[src/rtl/wireout_sched_pkg.sv]
// wireout_sched_pkg: shared state encoding, tag field positions and tag builder
package wireout_sched_pkg;

    typedef enum logic [1:0] {IDLE, PRESENT, ACK} state_t;

    localparam int TAG_VALID = 31;
    localparam int TAG_TMO   = 30;
    localparam int TAG_SEQ_H = 23;
    localparam int TAG_SEQ_L = 16;
    localparam int TAG_CH_H  = 3;
    localparam int TAG_CH_L  = 0;

    function automatic logic [31:0] make_tag(input logic tmo, input logic [7:0] seq, input logic [3:0] ch);
        logic [31:0] t;
        t                       = '0;
        t[TAG_VALID]            = 1'b1;
        t[TAG_TMO]              = tmo;
        t[TAG_SEQ_H:TAG_SEQ_L]  = seq;
        t[TAG_CH_H:TAG_CH_L]    = ch;
        return t;
    endfunction

endpackage

[src/rtl/wireout_rr_scheduler_arbiter.sv]
// rr_arbiter: combinational first-requester-at-or-after-pointer search
module rr_arbiter #(
    parameter int N = 4
) (
    input  logic [N-1:0]                     i_req,
    input  logic [(N > 1 ? $clog2(N) : 1)-1:0] i_ptr,
    output logic [N-1:0]                     o_grant,
    output logic [(N > 1 ? $clog2(N) : 1)-1:0] o_idx
);

    localparam int PW = N > 1 ? $clog2(N) : 1;

    logic          w_found;
    logic [PW-1:0] w_j;

    // walk the channels cyclically from the pointer and take the first one set
    always_comb begin
        w_found = 1'b0;
        w_j     = '0;
        o_grant = '0;
        o_idx   = '0;
        for (int k = 0; k < N; k++) begin
            w_j = PW'((int'(i_ptr) + k) % N);
            if (!w_found && i_req[w_j]) begin
                w_found    = 1'b1;
                o_grant[w_j] = 1'b1;
                o_idx      = w_j;
            end
        end
    end

endmodule

[src/rtl/wireout_rr_scheduler.sv]
// wireout_rr_scheduler: round-robin sharing of one data/tag WireOut pair among status producers
module wireout_rr_scheduler
    import wireout_sched_pkg::*;
#(
    parameter int NUM_CH   = 4,
    parameter int WAIT_MAX = 0
) (
    input  logic                  ti_clk,
    input  logic                  ti_reset,
    input  logic                  ti_wireupdate,
    input  logic [NUM_CH-1:0]     req,
    input  logic [32*NUM_CH-1:0]  req_data,
    output logic [NUM_CH-1:0]     ack,
    output logic [31:0]           ep_data,
    output logic [31:0]           ep_tag,
    output logic                  busy
);

    localparam int CW = NUM_CH > 1 ? $clog2(NUM_CH) : 1;
    localparam int TW = WAIT_MAX > 0 ? $clog2(WAIT_MAX + 1) : 1;

    state_t            r_state;
    logic [CW-1:0]     r_ptr;
    logic [CW-1:0]     r_ch;
    logic [NUM_CH-1:0] r_gnt;
    logic [7:0]        r_seq;
    logic              r_tflag;
    logic [TW-1:0]     r_tcnt;

    logic [NUM_CH-1:0] w_gnt;
    logic [CW-1:0]     w_idx;
    logic [CW-1:0]     w_ptr_next;
    logic [31:0]       w_word;
    logic              w_tmo;

    rr_arbiter #(.N(NUM_CH)) u_arb (
        .i_req   (req),
        .i_ptr   (r_ptr),
        .o_grant (w_gnt),
        .o_idx   (w_idx)
    );

    assign w_word     = req_data[32*int'(w_idx) +: 32];
    assign w_ptr_next = (r_ch == CW'(NUM_CH - 1)) ? '0 : r_ch + 1'b1;
    assign w_tmo      = (WAIT_MAX > 0) && (r_tcnt == TW'(WAIT_MAX - 1));

    // grant, hold the word until the host strobe captures it, then pulse ack for one cycle
    always_ff @(posedge ti_clk) begin
        if (ti_reset) begin
            r_state <= IDLE;
            r_ptr   <= '0;
            r_ch    <= '0;
            r_gnt   <= '0;
            r_seq   <= '0;
            r_tflag <= 1'b0;
            r_tcnt  <= '0;
            ack     <= '0;
            ep_data <= '0;
            ep_tag  <= '0;
            busy    <= 1'b0;
        end else begin
            ack <= '0;
            case (r_state)
                IDLE: begin
                    if (|req) begin
                        r_state <= PRESENT;
                        r_ch    <= w_idx;
                        r_gnt   <= w_gnt;
                        r_tcnt  <= '0;
                        ep_data <= w_word;
                        ep_tag  <= make_tag(r_tflag, r_seq, 4'(w_idx));
                        busy    <= 1'b1;
                    end
                end
                PRESENT: begin
                    if (ti_wireupdate) begin
                        r_state           <= ACK;
                        ack               <= r_gnt;
                        r_seq             <= r_seq + 8'd1;
                        r_ptr             <= w_ptr_next;
                        ep_tag[TAG_VALID] <= 1'b0;
                    end else if (w_tmo) begin
                        r_state           <= IDLE;
                        r_tflag           <= 1'b1;
                        r_ptr             <= w_ptr_next;
                        ep_tag[TAG_VALID] <= 1'b0;
                        busy              <= 1'b0;
                    end else begin
                        r_tcnt <= r_tcnt + 1'b1;
                    end
                end
                ACK: begin
                    r_state           <= IDLE;
                    ep_tag[TAG_VALID] <= 1'b0;
                    busy              <= 1'b0;
                end
                default: r_state <= IDLE;
            endcase
        end
    end

endmodule
[config.mk]
export PLATFORM = sky130hd
export DESIGN_NAME = wireout_rr_scheduler
export DESIGN_NICKNAME = d
export VERILOG_FILES = /design/src/rtl/wireout_sched_pkg.sv /design/src/rtl/wireout_rr_scheduler_arbiter.sv /design/src/rtl/wireout_rr_scheduler.sv
export SDC_FILE = /design/constraint.sdc
export NUM_CORES = 1
export LEC_CHECK = 0
export CAP_MARGIN = 5
export CORE_UTILIZATION = 36
export CTS_CLUSTER_SIZE = 20
export DETAILED_ROUTE_END_ITERATION = 8
export GPL_TIMING_DRIVEN = 0
export PLACE_DENSITY_LB_ADDON = 0.05
export SYNTH_ARGS = -nofsm -noshare
export SYNTH_HDL_FRONTEND = slang
export SYNTH_HIERARCHICAL = 1
export SYNTH_SLANG_ARGS = --single-unit
[constraint.sdc]
create_clock -name ti_clk -period 2.75 [get_ports ti_clk]
set_input_delay 0.55 -clock ti_clk [delete_from_list [all_inputs] [get_ports ti_clk]]
set_output_delay 0.55 -clock ti_clk [all_outputs]
set_load 0.01 [all_outputs]
# Word-level counts from Yosys, hierarchy flattened
# Index checks and enable logic that the tools add are counted.
# W data, S select, Z words.
[totals]
register_bits = 66
in_bits = 135
elab_cells = 90
[classes]
add_sub_neg = 5
n_reduce_logical = 20
n_mux = 36
eq_ne = 5
order_cmp = 8
n_bitwise = 5
n_shift = 1
[ops]
columns = ["op", "count"]
rows = [
  ["$shiftx A128 B8 Y32", 1],
  ["$mux W32", 1],
  ["$mux W4", 4],
  ["$mux W2", 7],
  ["$mux W1", 13],
  ["$lt A2 B3 Y1 const B", 4],
  ["$or A4 B4 Y4", 3],
  ["$add A8 B1 Y8 const B", 1],
  ["$bmux W1 S2", 4],
  ["$demux W1 S2", 4],
  ["$ge A2 B1 Y1 const B", 4],
  ["$reduce_and A2 Y1", 4],
  ["$logic_and A1 B1 Y1", 7],
  ["$add A2 B1 Y2 const B", 2],
  ["$add A2 B2 Y2 const B", 2],
  ["$eq A2 B2 Y1 const B", 2],
  ["$ne A2 B2 Y1 const B", 2],
  ["$pmux W2 S2", 1],
  ["$reduce_or A4 Y1", 1],
  ["$logic_not A1 Y1", 3],
  ["$pmux W1 S3", 1],
  ["$reduce_and A3 Y1", 1],
  ["$reduce_bool A3 Y1", 1],
  ["$reduce_or A3 Y1", 1],
  ["other kinds (5)", 6],
]

# Depth between registers and ports, before layout
# Gate-level depths: netlist (run 1).
[depth]
ltp_word = 14
ltp_mapped = 12

# Modules after synthesis
# The synthesis (run 1) kept the hierarchy.
[modules_own_cells]
columns = ["module", "area_per_inst_um2", "n_inst", "cells_per_inst"]
rows = [
  ["wireout_rr_scheduler", 3315.7, 1, 347],
  ["rr_arbiter", 439.2, 1, 48],
]

# Worst setup path before layout (run 1)
# OpenSTA, ideal clock, no wires.
[synth_path]
path_type = "flip-flop to flip-flop"
start = "register r_ptr[1]"
end = "register ep_data[0]"
path_stages_with_launch = 12
setup_ns = 0.132
setup_slack_ns = -0.168
path_buffers = 2
arrival_time_ns = 2.786
cell_sequence = "dfxtp_1 inv_1 ha_1 mux4_2 nor2b_4 o21ai_1 o31ai_1 buf_2 buf_4 mux4_2 nand2_1 a21oi_1"
[synth_between]
elab_chain_cells = 13
word_cells_on_any_way = 25
classes_between = "add/sub (3); shift (1); mux (15); reduce/logical (6)"
[synth_rtl]
columns = ["item", "line", "rtl"]
rows = [
  ["from (decl)", "wireout_rr_scheduler.sv:23", "logic [CW-1:0] r_ptr;"],
  ["from (signal assigned)", "wireout_rr_scheduler.sv:80", "r_ptr <= w_ptr_next;"],
  ["from (signal assigned)", "wireout_rr_scheduler.sv:85", "r_ptr <= w_ptr_next;"],
  ["branches (longest 11 deep; another with $add A2 B1 Y2)", "--", ""],
  ["$mux W2 (*)", "wireout_rr_scheduler_arbiter.sv:24", "if (!w_found && i_req[w_j]) begin"],
  ["net w_idx[0]", "wireout_rr_scheduler.sv:31", "logic [CW-1:0] w_idx;"],
  ["$shiftx A128 B8 Y32 (*)", "wireout_rr_scheduler.sv:43", "assign w_word = req_data[32*int'(w_idx) +: 32];"],
  ["to (signal assigned)", "wireout_rr_scheduler.sv:70", "ep_data <= w_word;"],
  ["to (decl)", "wireout_rr_scheduler.sv:14", "output logic [31:0] ep_data,"],
]
# Mark *: on every way through the listed nets, which the timed path passes. The select of a mux whose other input is x is not followed.
# A chain may end at the register's enable or synchronous reset.

# Worst setup path in the final report (run 1)
[layout_path]
start = "register r_ptr[1]"
end = "register ep_data[12]"
# Same word-level chain as after synthesis.

==> flow_metrics.py, run 1 <==
metrics = {
    "global_route": {
        "grt-ovfl-total": 0,
        "grt_pass1_wl_mm": 18.11,
        "grt_max_degree": 11,
        "grt_use_total_pct": 21.09,
        "first_global_vias": 3656,
        "antenna_found_initial": 0,
    },
    "finish": {
        "stdcell_area_mm2": 0.006314,
        "mostFrequentLayoutCells": "clkdlybuf4s50_1 (177), nand2_1 (98), dfxtp_1 (62)",
        "area_delta_synth_final_pct": 68.14,
        "drive_gt1_share_pct": 20.83,
        "nets": 772,
        "final_cells": 762,
        "antenna_cells": 0,
        "fin_util_pct": 63.42,
        "final_common_cell": "clkdlybuf4s50_1",
    },
    "drt": {
        "wl_mm": 11.34,
        "drt_iter0_drc": 135,
        "wl_per_cell_um": 14.88,
        "first_pass_iters": 4,
        "vias": 3673,
        "drc": 0,
        "via_per_inst": 4.820,
        "postRouteAntennaNets": 0,
    },
    "sta": {
        "clock_skew_ps": 8.442,
        "setup_violations": 0,
        "rsz0062_at_grt": "yes",
        "fin_crit_ps": 2732,
        "hold_viol_final": 0,
        "tightestPinTransition_ps": 578.1,
        "setup_tns_ps": 0,
        "report.final.slew_viol_count": 0,
        "period_share_pct": 99.35,
        "setup_slack_ps": 17.97,
        "hold_ws_ps": 451.2,
        "relSlewSlack_pct": 61.46,
        "fmax_ghz": 0.3660,
    },
    "clocking": {
        "clkLatencyLatePin_ps": 340,
        "cts_hold_buf": 0,
        "htreeDepth": 3,
        "numCtsBuffers": 9,
        "cts.clk_slew.worst_paths_ps": 70,
        "cts_root_buf": "clkbuf_8",
        "cts_buffer_depth": 2,
        "cts_tree": "done",
        "numClockSinks": 64,
    },
    "worst_setup_path": {
        "critPathMaxStageDelay_ps": 500,
        "cp_num_buf_inv": 4,
        "rr_worst_depth": 12,
        "cp_cell_sequence": "clkinvlp_4 > ha_4 > mux4_2 > nor2b_4 > o21ai_1 > o31ai_1 > buf_4 > buf_12 > buf_16 > mux4_2 > nand2_2 > a21oi_2",
        "cp_max_fo": 5,
        "crit_type": "reg -> reg",
        "worstPathArrival_ps": 2940,
        "path_delay_family": "multiplexers",
        "crit_path_frequent_cell": "mux4_2",
        "crit_path_top_delay_cell": "mux4_2",
        "cp-end-kind": "flip-flop",
        "cp-start-kind": "flip-flop",
        "required_ps": 2950,
        "path_depth": 12,
    },
    "synth": {
        "yosysSeqAreaShare_pct": 34.12,
        "synthesis.area_mm2": 0.003755,
        "netlist_instances": 395,
        "yosys_warnings": 6,
        "ys_ff_latch": 64,
        "synth_cell_types": 39,
        "syn_avg_cell_area_um2": 9.506,
    },
    "power_and_ir_drop": {
        "p_seq_share_pct": 30.5,
        "switchingPower_mw": 1.211,
        "max-vdd-ir-drop_uv": 281.5,
        "power.density_mw_per_mm2": 602.4,
        "switching_share_pct": 31.83,
        "combPwrFrac_pct": 47.3,
        "p_total_mw": 3.804,
        "intPower_mw": 2.593,
        "pwr-share-clk_pct": 22.2,
        "cellLeakagePower_nw": 2.423,
    },
    "die": {
        "die_x_um": 104.1,
        "core_area_mm2": 0.009955,
        "rows": 36,
        "ios": 204,
        "initial_core_util_pct": 37.72,
        "die_area_mm2": 0.01084,
        "dieHeight_um": 104.1,
    },
    "placement": {
        "post-place-ws_ps": -935.2,
        "post-dp-hpwl_mm": 8.758,
        "place_congestion": 0.7300,
        "portBuffers": 181,
        "placed_cells": 729,
        "placed_area_mm2": 0.005836,
    },
    "hold_path": {
        "worstHoldPathType": "reg -> reg",
        "holdPathStages": 2,
    },
    "run_status": {
        "status": "finished clean",
    },
    "job": {
        "cap_viol_max_count": 0,
    },
}
-- worst register-to-register path, delay by kind of cell, from the launching register on --
kind,cells,cell delay [ps]
flops,1,400
mux,2,860
buf+inv,4,620
simple gates,2,240
fa+ha+maj,1,290
compound gates,3,190
-- area by class of cell --
class | count | area [um2]
fillers | 851 | 3641
multi-input cells | 296 | 2258
repair buffers | 200 | 1999
flip-flops and latches | 64 | 1289
plain buffers | 48 | 367.9
clock buffers | 13 | 168.9
well taps | 133 | 166.4
clock inverters | 2 | 37.54
inverters | 6 | 26.28
-- cell usage after synthesis --
cell type,count,area (um2)
nor4_4,1,21.27
ha_1,12,150.1
mux2i_1,3,30.03
conb_1,1,3.750
buf_2,7,35.03
and3_1,2,12.51
o211ai_1,1,7.510
a21boi_0,1,7.510
nand2b_4,1,13.76
nor2b_4,1,13.76
mux4_2,36,810.8
xor2_1,6,52.55
clkbuf_1,8,30.03
inv_1,6,22.52
buf_1,5,18.77
o21ai_1,1,5.000
dfxtp_1,64,1281
mux2_1,1,11.26
o32ai_1,1,8.760
a21oi_1,51,255.2
nand2_1,104,390.4
nand4_1,4,25.02
buf_4,24,180.2
a211oi_1,1,7.510
nand3_1,1,5.000
a221oi_2,1,15.01
nor2b_1,6,37.54
nor3_1,3,15.01
nor3_4,1,16.27
nand2b_1,2,12.51
and2_1,6,37.54
nand3b_1,1,7.510
a221oi_1,4,35.03
o31ai_1,1,7.510
xnor2_1,1,8.760
buf_6,5,56.30
o21ai_0,2,10.01
o2bb2ai_1,5,43.79
nor2_1,14,52.55
-- power by group through the flow --
stage	Clock, mW	Sequential [mW]	Combinational [mW]
2_1_floorplan	0	1.22	0.925
3_3_place_gp	0	1.18	1.62
5_1_grt	0.903	1.18	1.95
3_5_place_dp	0	1.18	1.64
6_report	0.843	1.16	1.80
4_1_cts	0.862	1.16	1.76
-- worst paths after layout --
kind                            startpoint          end  slack [ps]
worst max-delay path              r_ptr[1]  ep_data[12]          20
worst min-delay path              r_gnt[2]     r_gnt[2]         450
worst max register to register    r_ptr[1]  ep_data[12]          20
worst min register to register    r_gnt[2]     r_gnt[2]         450
-- per-layer routing --
metal  vias to the layer above  share of wire, %  track usage [%]
li1                       1808                 -                -
met4                         0               1.1            5.408
met5                         -                 0                0
met3                         8               8.1            6.830
met2                       156                52            38.14
met1                      1701                39            23.73
-- logic make-up (layout without fill, tap and decap cells) --
| logic type | Yosys count | count (layout) | share of synthesized area, % |
|---|---|---|---|
| other | 1 | 21 | 0.09987 |
| buffers and inverters | 55 | 269 | 9.130 |
| adders and majority gates | 12 | 12 | 3.999 |
| muxes | 40 | 40 | 22.69 |
| DFF | 64 | 64 | 34.12 |
| AOI/OAI and AO/OA | 69 | 69 | 10.73 |
| and+or+nand+nor | 147 | 147 | 17.59 |
| xor gates and xnor gates | 7 | 7 | 1.633 |
-- flip-flops by register name (all words and copies together) (netlist names) --
register and cells:
ep_data 32, ep_tag 10, busy 1, ack 4, r_ch 1, r_seq 8, r_gnt 4, r_state 2
r_ptr 2
-- timing repair --
item / CTS / global route
endpoints found under the setup margin: 33 / 30
buffers inserted: 12 / 6
gates resized for setup: 23 / 20
hold endpoints to repair: 0 / 0
pin swaps: 1 / 4
cloned: 1 / 0
Note: power is estimated with default switching activity, not from simulation.
==> run 2: changes to the inputs <==
- CORE_UTILIZATION: 36 -> 55
- DONT_BUFFER_PORTS: default -> 1
==> run 2 against run 1 <==
The flow now finishes with violations (design-rule violations). Clock power is 8.8% lower. Core utilization is 3.6 points higher. Cell area shrank 31%. Fmax grew 3.2%. Register-to-register slack better by 80 ps. Critical path depth down 3. Global-route usage grew 5.2 points. Combinational power is 32% lower. Critical endpoint is now ep_data[22]. Largest cell class is now multi-input gates.
==> flow_metrics.py, run 2 (synthesis gave the netlist of run 1 again) <==
metrics = {
    "global_route": {
        "antenna_found_initial": 0,
        "grt_pass1_wl_mm": 14.34,
        "grt_max_degree": 11,
        "grt-ovfl-total": 0,
        "grt_use_total_pct": 26.25,
        "first_global_vias": 2953,
    },
    "worst_setup_path": {
        "cp-end-kind": "flip-flop",
        "crit_path_top_delay_cell": "mux4_2",
        "cp_max_fo": 10,
        "cp-start-kind": "flip-flop",
        "path_delay_family": "multiplexers",
        "rrSetupSlack_ps": 100,
        "crit_type": "reg -> reg",
        "r2r-start": "r_ptr[1]",
        "required_ps": 2940,
        "endpoint": "ep_data[22]",
        "cp_num_buf_inv": 4,
        "r2r_end": "ep_data[22]",
        "worstPathArrival_ps": 2840,
        "cp_cell_sequence": "mux4_2 > buf_2 > o31ai_1 > buf_4 > buf_4 > buf_12 > mux4_2 > nand2_1 > a21oi_1",
        "rr_worst_depth": 9,
        "startpoint": "r_ptr[1]",
        "path_depth": 9,
        "critPathMaxStageDelay_ps": 570,
    },
    "clocking": {
        "numCtsBuffers": 9,
        "clkLatencyLatePin_ps": 330,
        "cts.clk_slew.worst_paths_ps": 70,
        "cts_hold_buf": 0,
        "cts_tree": "done",
        "cts_root_buf": "clkbuf_8",
        "cts_buffer_depth": 2,
        "numClockSinks": 64,
        "htreeDepth": 3,
    },
    "drt": {
        "postRouteAntennaNets": 0,
        "wl_per_cell_um": 18.17,
        "drt_iter0_drc": 151,
        "first_pass_iters": 9,
        "wl_mm": 9.540,
        "vias": 3012,
        "drc": 13,
        "via_per_inst": 5.737,
    },
    "job": {
        "cap_viol_max_count": 0,
    },
    "sta": {
        "hold_viol_final": 0,
        "hold_ws_ps": 452.9,
        "report.final.slew_viol_count": 0,
        "clock_skew_ps": 7.992,
        "fin_crit_ps": 2647,
        "tightestPinTransition_ps": 534.7,
        "setup_violations": 0,
        "rsz0062_at_grt": "yes",
        "fmax_ghz": 0.3778,
        "period_share_pct": 96.26,
        "relSlewSlack_pct": 64.35,
    },
    "power_and_ir_drop": {
        "pwr-share-clk_pct": 23.7,
        "intPower_mw": 2.139,
        "switchingPower_mw": 1.103,
        "switching_share_pct": 34.02,
        "cellLeakagePower_nw": 1.715,
        "max-vdd-ir-drop_uv": 389.9,
        "p_seq_share_pct": 38.4,
        "power.density_mw_per_mm2": 749.2,
        "combPwrFrac_pct": 37.9,
    },
    "die": {
        "die_area_mm2": 0.007161,
        "rows": 29,
        "die_x_um": 84.63,
        "core_area_mm2": 0.006459,
        "ios": 204,
        "dieHeight_um": 84.63,
        "initial_core_util_pct": 58.14,
    },
    "finish": {
        "stdcell_area_mm2": 0.004328,
        "mostFrequentLayoutCells": "nand2_1 (103), dfxtp_1 (62), a21oi_1 (51)",
        "area_delta_synth_final_pct": 15.26,
        "nets": 590,
        "fillCellCount": 544,
        "seq_area_mm2": 0.001289,
        "drive_gt1_share_pct": 25.45,
        "reg.largest.list": "ep_data: 32 flops, ep_tag: 10 flops, r_seq: 8 flops",
        "largest_register_ffs": 32,
        "antenna_cells": 0,
        "largest-register": "ep_data",
        "multiInputGateArea_mm2": 0.002221,
        "final_common_cell": "nand2_1",
    },
    "run_status": {
        "violations": "design-rule violations",
        "status": "finished with violations",
    },
    "placement": {
        "post-dp-hpwl_mm": 7.065,
        "portBuffers": 0,
        "placed_area_mm2": 0.003954,
        "place_congestion": 0.8593,
    },
    "hold_path": {
        "worstHoldPathType": "reg -> reg",
    },
}
==> run 2: area by class of cell <==
class	count	share of cell area (%)
Multi-Input combinational cell	296	51.32
Sequential cell	64	29.78
Buffer	48	8.210
Timing Repair Buffer	18	3.787
Clock buffer	12	3.122
Tap cell	77	2.226
Clock inverter	4	1.041
Inverter	6	0.5204
==> run 2: power by group through the flow <==
stage | Clock (mW) | Sequential (mW) | Combinational, mW
floorplan | 0 | 1.22 | 0.925
global placement | 0 | 1.27 | 1.09
detailed placement | 0 | 1.27 | 1.10
CTS | 0.777 | 1.25 | 1.21
global route | 0.830 | 1.26 | 1.35
finish | 0.769 | 1.24 | 1.23
==> run 2: timing repair <==
| action | CTS | global route |
|---|---|---|
| endpoints found under the setup margin | 33 | 29 |
| pin swaps | 1 | 0 |
| gates cloned | 1 | 0 |
| buffers inserted | 12 | 5 |
| gates resized for setup | 13 | 5 |
==> run 2: tightest hold or removal path, cell delays in order, from the launching register on <==
cell     delay (ps)
dfxtp_1         310
nand2_1          50
a21oi_1          50
==> run 2: worst min path at each step <==
stage	from	endpoint	cells after the start
detailed placement	r_gnt[1]	r_gnt[1]	2
global placement	r_gnt[2]	r_gnt[2]	2
CTS	r_gnt[1]	r_gnt[1]	2
global route	r_gnt[1]	r_gnt[1]	2
finish	r_gnt[0]	r_gnt[0]	2
floorplan	r_gnt[0]	ack[0]	1
==> run 2: per-layer routing <==
| layer | vias up | GRT usage, % | routed length [um] |
|---|---|---|---|
| li1 | 1438 | - | - |
| met1 | 1401 | 31.57 | 3873 |
| met2 | 155 | 45.97 | 4696 |
| met3 | 18 | 6.293 | 781 |
| met4 | 0 | 9.245 | 189 |
| met5 | - | 0 | 0 |
==> run 2: metrics by stage <==
stage | worst slack [ps] | total power, mW | utilization [%] | TNS, ps | cells
2_1_floorplan | -14.02 | 2.149 | - | -346.5 | 415
3_3_place_gp | -527.6 | 2.351 | 61.22 | -15220 | 492
3_5_place_dp | -554.8 | 2.370 | 61.22 | -16480 | 492
4_1_cts | 16.18 | 3.230 | 66.35 | 0 | 520
5_1_grt | -6.727 | 3.436 | 67.01 | -18.08 | 525
6_report | 102.9 | 3.242 | 67.01 | 0 | 525
==> RTL change 1, RTL diff (flow settings as in run 1) <==
Re-encode `state_t` (3 states) as one-hot, 3 bits wide.
--- a/src/rtl/wireout_sched_pkg.sv
+++ b/src/rtl/wireout_sched_pkg.sv
@@ -1,7 +1,7 @@
 // wireout_sched_pkg: shared state encoding, tag field positions and tag builder
 package wireout_sched_pkg;
 
-    typedef enum logic [1:0] {IDLE, PRESENT, ACK} state_t;
+    typedef enum logic [2:0] {IDLE = 3'b001, PRESENT = 3'b010, ACK = 3'b100} state_t;
 
     localparam int TAG_VALID = 31;
     localparam int TAG_TMO   = 30;
Function: same outputs for any inputs over 4 cycles, from zero or initial values and one cycle with ti_reset high; so few cycles prove little.
==> RTL change 1 against run 1 <==
Via count increased by 7.8%. Power decreased by 16%. Setup slack improved by 0.020 ns. Count of clock-buffer cells in the layout decreased by 4. Cell area increased by 2.6%. Routed wire length increased by 10%. Die area increased by 5.0%. Worst hold slack improved by 0.0048 ns. Area after synthesis increased by 5.1%. Sequential cell count increased by 1. Critical path type unchanged. Highest routed layer unchanged.
==> RTL change 1: results (changes against run 1) <==
vias in the first global route = 4,006 (+9.6%)
Seq/Total Area, Yosys = 33.0% (-1.1 points)
combinational group power = 1.19 mW (-34%)
Hold Path Depth = 1 (-1)
GR Util All Layers = 21.9% (+0.78 points)
Non-clk bufs = 257 (+3.6%)
Worst Tran Pin Value = 0.586 ns (+0.00765 ns)
post-CTS setup buffers = 13 (+1)
Clock buf/inv share = 3.50% (+0.23 points)
CLK BUF = 9 (-4)
cell area after layout = 6480 µm² (+2.6%)
asr flop ratio synth = 0% (unchanged)
routability cong. = 0.781 (+6.9%)
die footprint = 11,400 µm² (+5.0%)
Worst Path Arrival = 2.91 ns (-0.03 ns)
DR vias/cell = 5.13 (+6.4%)
clk sinks = 65 (+1.6%)
DP HPWL = 9.75 mm (+11%)
Internal = 2.26 mW (-13%)
synth top area cells = dfxtp_1 (33%), mux4_2 (21%), a21oi_1 (6.7%)
global-route wire length before repair = 19.4 mm (+7.0%)
Multi-input gate area = 2330 µm² (+3.3%)
Layout Cells excl Fill = 772 (+1.3%)
Worst-Skew Late Latency = 0.34 ns (about the same)
Non-clock buffering overhead = 37.4% (-0.12 points)
CTS resizes = 22 (-4.3%)
Yosys cell types = 44 (+13%)
status = completed
pre-CTS setup slack = -0.835 ns (+0.100 ns)
Pleak = 2.40 nW (-0.73%)
R2R depth = 10 (-2)
WL final = 12.5 mm (+10%)
Reg area = 1310 µm² (+1.6%)
largest net degree at the start of global routing = 14 (+3)
peak supply drop = 0.230 mV (-18%)
share of layout cells above drive strength 1 = 21.5% (+0.71 points)
skew final = 0.0109 ns (+0.00243 ns)
cell area after placement = 6040 µm² (+3.5%)
CP max FO = 7 (+2)
placed insts = 739 (+1.4%)
multi-input logic cell count = 293 (-1.0%)
Post-synth top cells = dfxtp_1 (65), a21oi_1 (53), nand3_1 (50), mux4_2 (36), o21ai_0 (34)
inverter count = 5 (-1)
Gate power share = 37.1% (-10 points)
Clk power = 0.925 mW (+9.7%)
Mapped Avg Cell Area = 9.81 µm² (+3.2%)
DRT iter0 DRCs = 138 (+2.2%)
Filler cells = 926 (+8.8%)
Final #Nets = 773 (+0.13%)
## RTL change 1: cells by family (layout without fill, tap and decap cells)
family / Yosys count / after routing / share of synthesized area [%]
AOI/OAI and AO/OA: 123 / 123 / 17.2
other: 1 / 21 / 0.0951
and+or+nand+nor: 100 / 100 / 14.7
DFF: 65 / 65 / 33.0
muxes: 41 / 41 / 21.9
xor gates and xnor gates: 1 / 1 / 0.222
buffers and inverters: 64 / 278 / 10.7
adders and majority gates: 7 / 7 / 2.22
## RTL change 1: path summary, 6_finish.rpt
path | from | end | slack [ns]
worst min register to register | r_gnt[0] | ack[0] | 0.46
worst max-delay path | r_ptr[0] | ep_data[11] | 0.04
worst min-delay path | r_gnt[0] | ack[0] | 0.46
worst max register to register | r_ptr[0] | ep_data[11] | 0.04
## RTL change 1: layer usage
layer	GRT usage [%]	share of wire [%]
met1	25.2	39
met2	38.5	52
met3	6.32	7.3
met4	7.53	1.7
met5	0	0
==> RTL change 2, RTL diff (flow settings as in run 1) <==
Without the edit above. The parameter `NUM_CH` goes from 4 to 2.
--- a/src/rtl/wireout_rr_scheduler.sv
+++ b/src/rtl/wireout_rr_scheduler.sv
@@ -2,7 +2,7 @@
 module wireout_rr_scheduler
     import wireout_sched_pkg::*;
 #(
-    parameter int NUM_CH   = 4,
+    parameter int NUM_CH   = 2,
     parameter int WAIT_MAX = 0
 ) (
     input  logic                  ti_clk,
Ports: changed (resized ack, req and req_data); port bits go from 204 to 136. No check against the original RTL was run, so the function may have changed too.
==> RTL change 2 against run 1 <==
Count of clock-buffer cells in the layout shrank 1. Power shrank 28%. Cell area shrank 33%. Global-route usage shrank 3.2 points. Routed wire length shrank 43%. Setup slack gained 0.82 ns. Largest power group is now registers. Clock skew shrank 0.0017 ns. Non-clock buffer count shrank 93. Sequential cell count shrank 6. Clock power grew 9.3%. Area after synthesis shrank 28%.
==> RTL change 2: results (changes against run 1) <==
placed insts = 527 (-28%)
Worst Path Arrival = 2.10 ns (-0.84 ns)
WL final = 6.51 mm (-43%)
CP max FO = 10 (+5)
Seq/Total Area, Yosys = 43.1% (+8.9 points)
fraction of synthesized cell area in xor and xnor cells = 0.650% (-0.98 points)
Pleak = 1.68 nW (-31%)
Post-Synth Adder-Cell Area = 2.78% (-1.2 points)
post-CTS setup buffers = 0 (-12)
Synth Area in Compound Gates = 16.8% (+6.0 points)
global-route wire length before repair = 10.7 mm (-41%)
max_slew headroom = 62.7% (+1.2 points)
synthesized area = 2700 µm² (-28%)
Vias = 2,471 (-33%)
Internal = 1.97 mW (-24%)
cell area after placement = 4010 µm² (-31%)
Layout Cells excl Fill = 543 (-29%)
peak supply drop = 0.292 mV (+3.8%)
vias in the first global route = 2,355 (-36%)
Yosys cell types = 31 (-21%)
I/O Buffers = 111 (-39%)
CTS resizes = 0 (-100%)
Post-Synthesis Cells = 296 (-25%)
DRT iter0 DRCs = 55 (-59%)
status = completed
routability cong. = 0.745 (+2.0%)
GR Util All Layers = 17.8% (-3.2 points)
Post-synth top cells = dfxtp_1 (58), nor2_1 (34), a211oi_1 (32), mux2i_1 (32), buf_4 (26)
share of layout cells above drive strength 1 = 12.6% (-8.2 points)
Final #Nets = 514 (-33%)
[RTL change 2: cell types whose count changed after synthesis, sizes merged, moves of 6 or more]
cell / before / now
nand2: 104 / 26
mux4: 36 / 0
a211oi: 1 / 32
a21oi: 51 / 22
mux2i: 3 / 32
nor2: 14 / 34
nor2b: 7 / 0
and2: 6 / 0
dfxtp: 64 / 58
ha: 12 / 6
[RTL change 2: final cells by class]
| cell class | count | area, µm² |
|---|---|---|
| buffer | 44 | 289 |
| timing repair buffer | 111 | 1110 |
| multi-input combinational | 210 | 1310 |
| fill | 674 | 3010 |
| tap | 99 | 124 |
| inverter | 5 | 18.8 |
| sequential | 58 | 1160 |
| clock inverter | 4 | 72.6 |
| clock buffer | 12 | 165 |
[RTL change 2: cells by family (layout without fill, tap and decap cells)]
logic type               Yosys count  after routing
adder cells (fa/ha/maj)            6              6
AND/OR/NAND/NOR                   79             79
multiplexers                      32             32
flip-flops                        58             58
AO/OA/AOI/OAI                     69             69
XOR/XNOR                           2              2
other                              1             22
buffers and inverters             49            176
[RTL change 2: path summary, 6_finish.rpt]
check	start	end	slack, ns	cells past startpoint
max	req[1]	ep_data[18]	0.84	6
min	r_gnt[1]	r_gnt[1]	0.45	2
max reg2reg	r_state[0]	ep_data[14]	1.12	6
min reg2reg	r_gnt[1]	r_gnt[1]	0.45	2
[RTL change 2: worst max-delay path: stages]
cell	delay [ns]
clkdlybuf4s50_1	0.58
a21boi_1	0.18
buf_2	0.20
buf_4	0.25
mux2i_1	0.25
a211oi_1	0.09
[RTL change 2: power groups by stage]
stage	combinational [mW]	sequential, mW	clock [mW]
2_1_floorplan	0.386	1.08	0
3_3_place_gp	0.816	1.03	0
3_5_place_dp	0.818	1.04	0
4_1_cts	0.822	1.02	0.938
5_1_grt	0.901	1.03	0.969
6_report	0.812	1.02	0.921
[RTL change 2: routing by layer]
metal,track usage (%),vias to the layer above,share of wire [%]
li1,-,1277,-
met1,20.8,1103,43
met2,29.9,82,48
met3,6.06,9,7.7
met4,7.48,0,1.3
met5,0,-,0
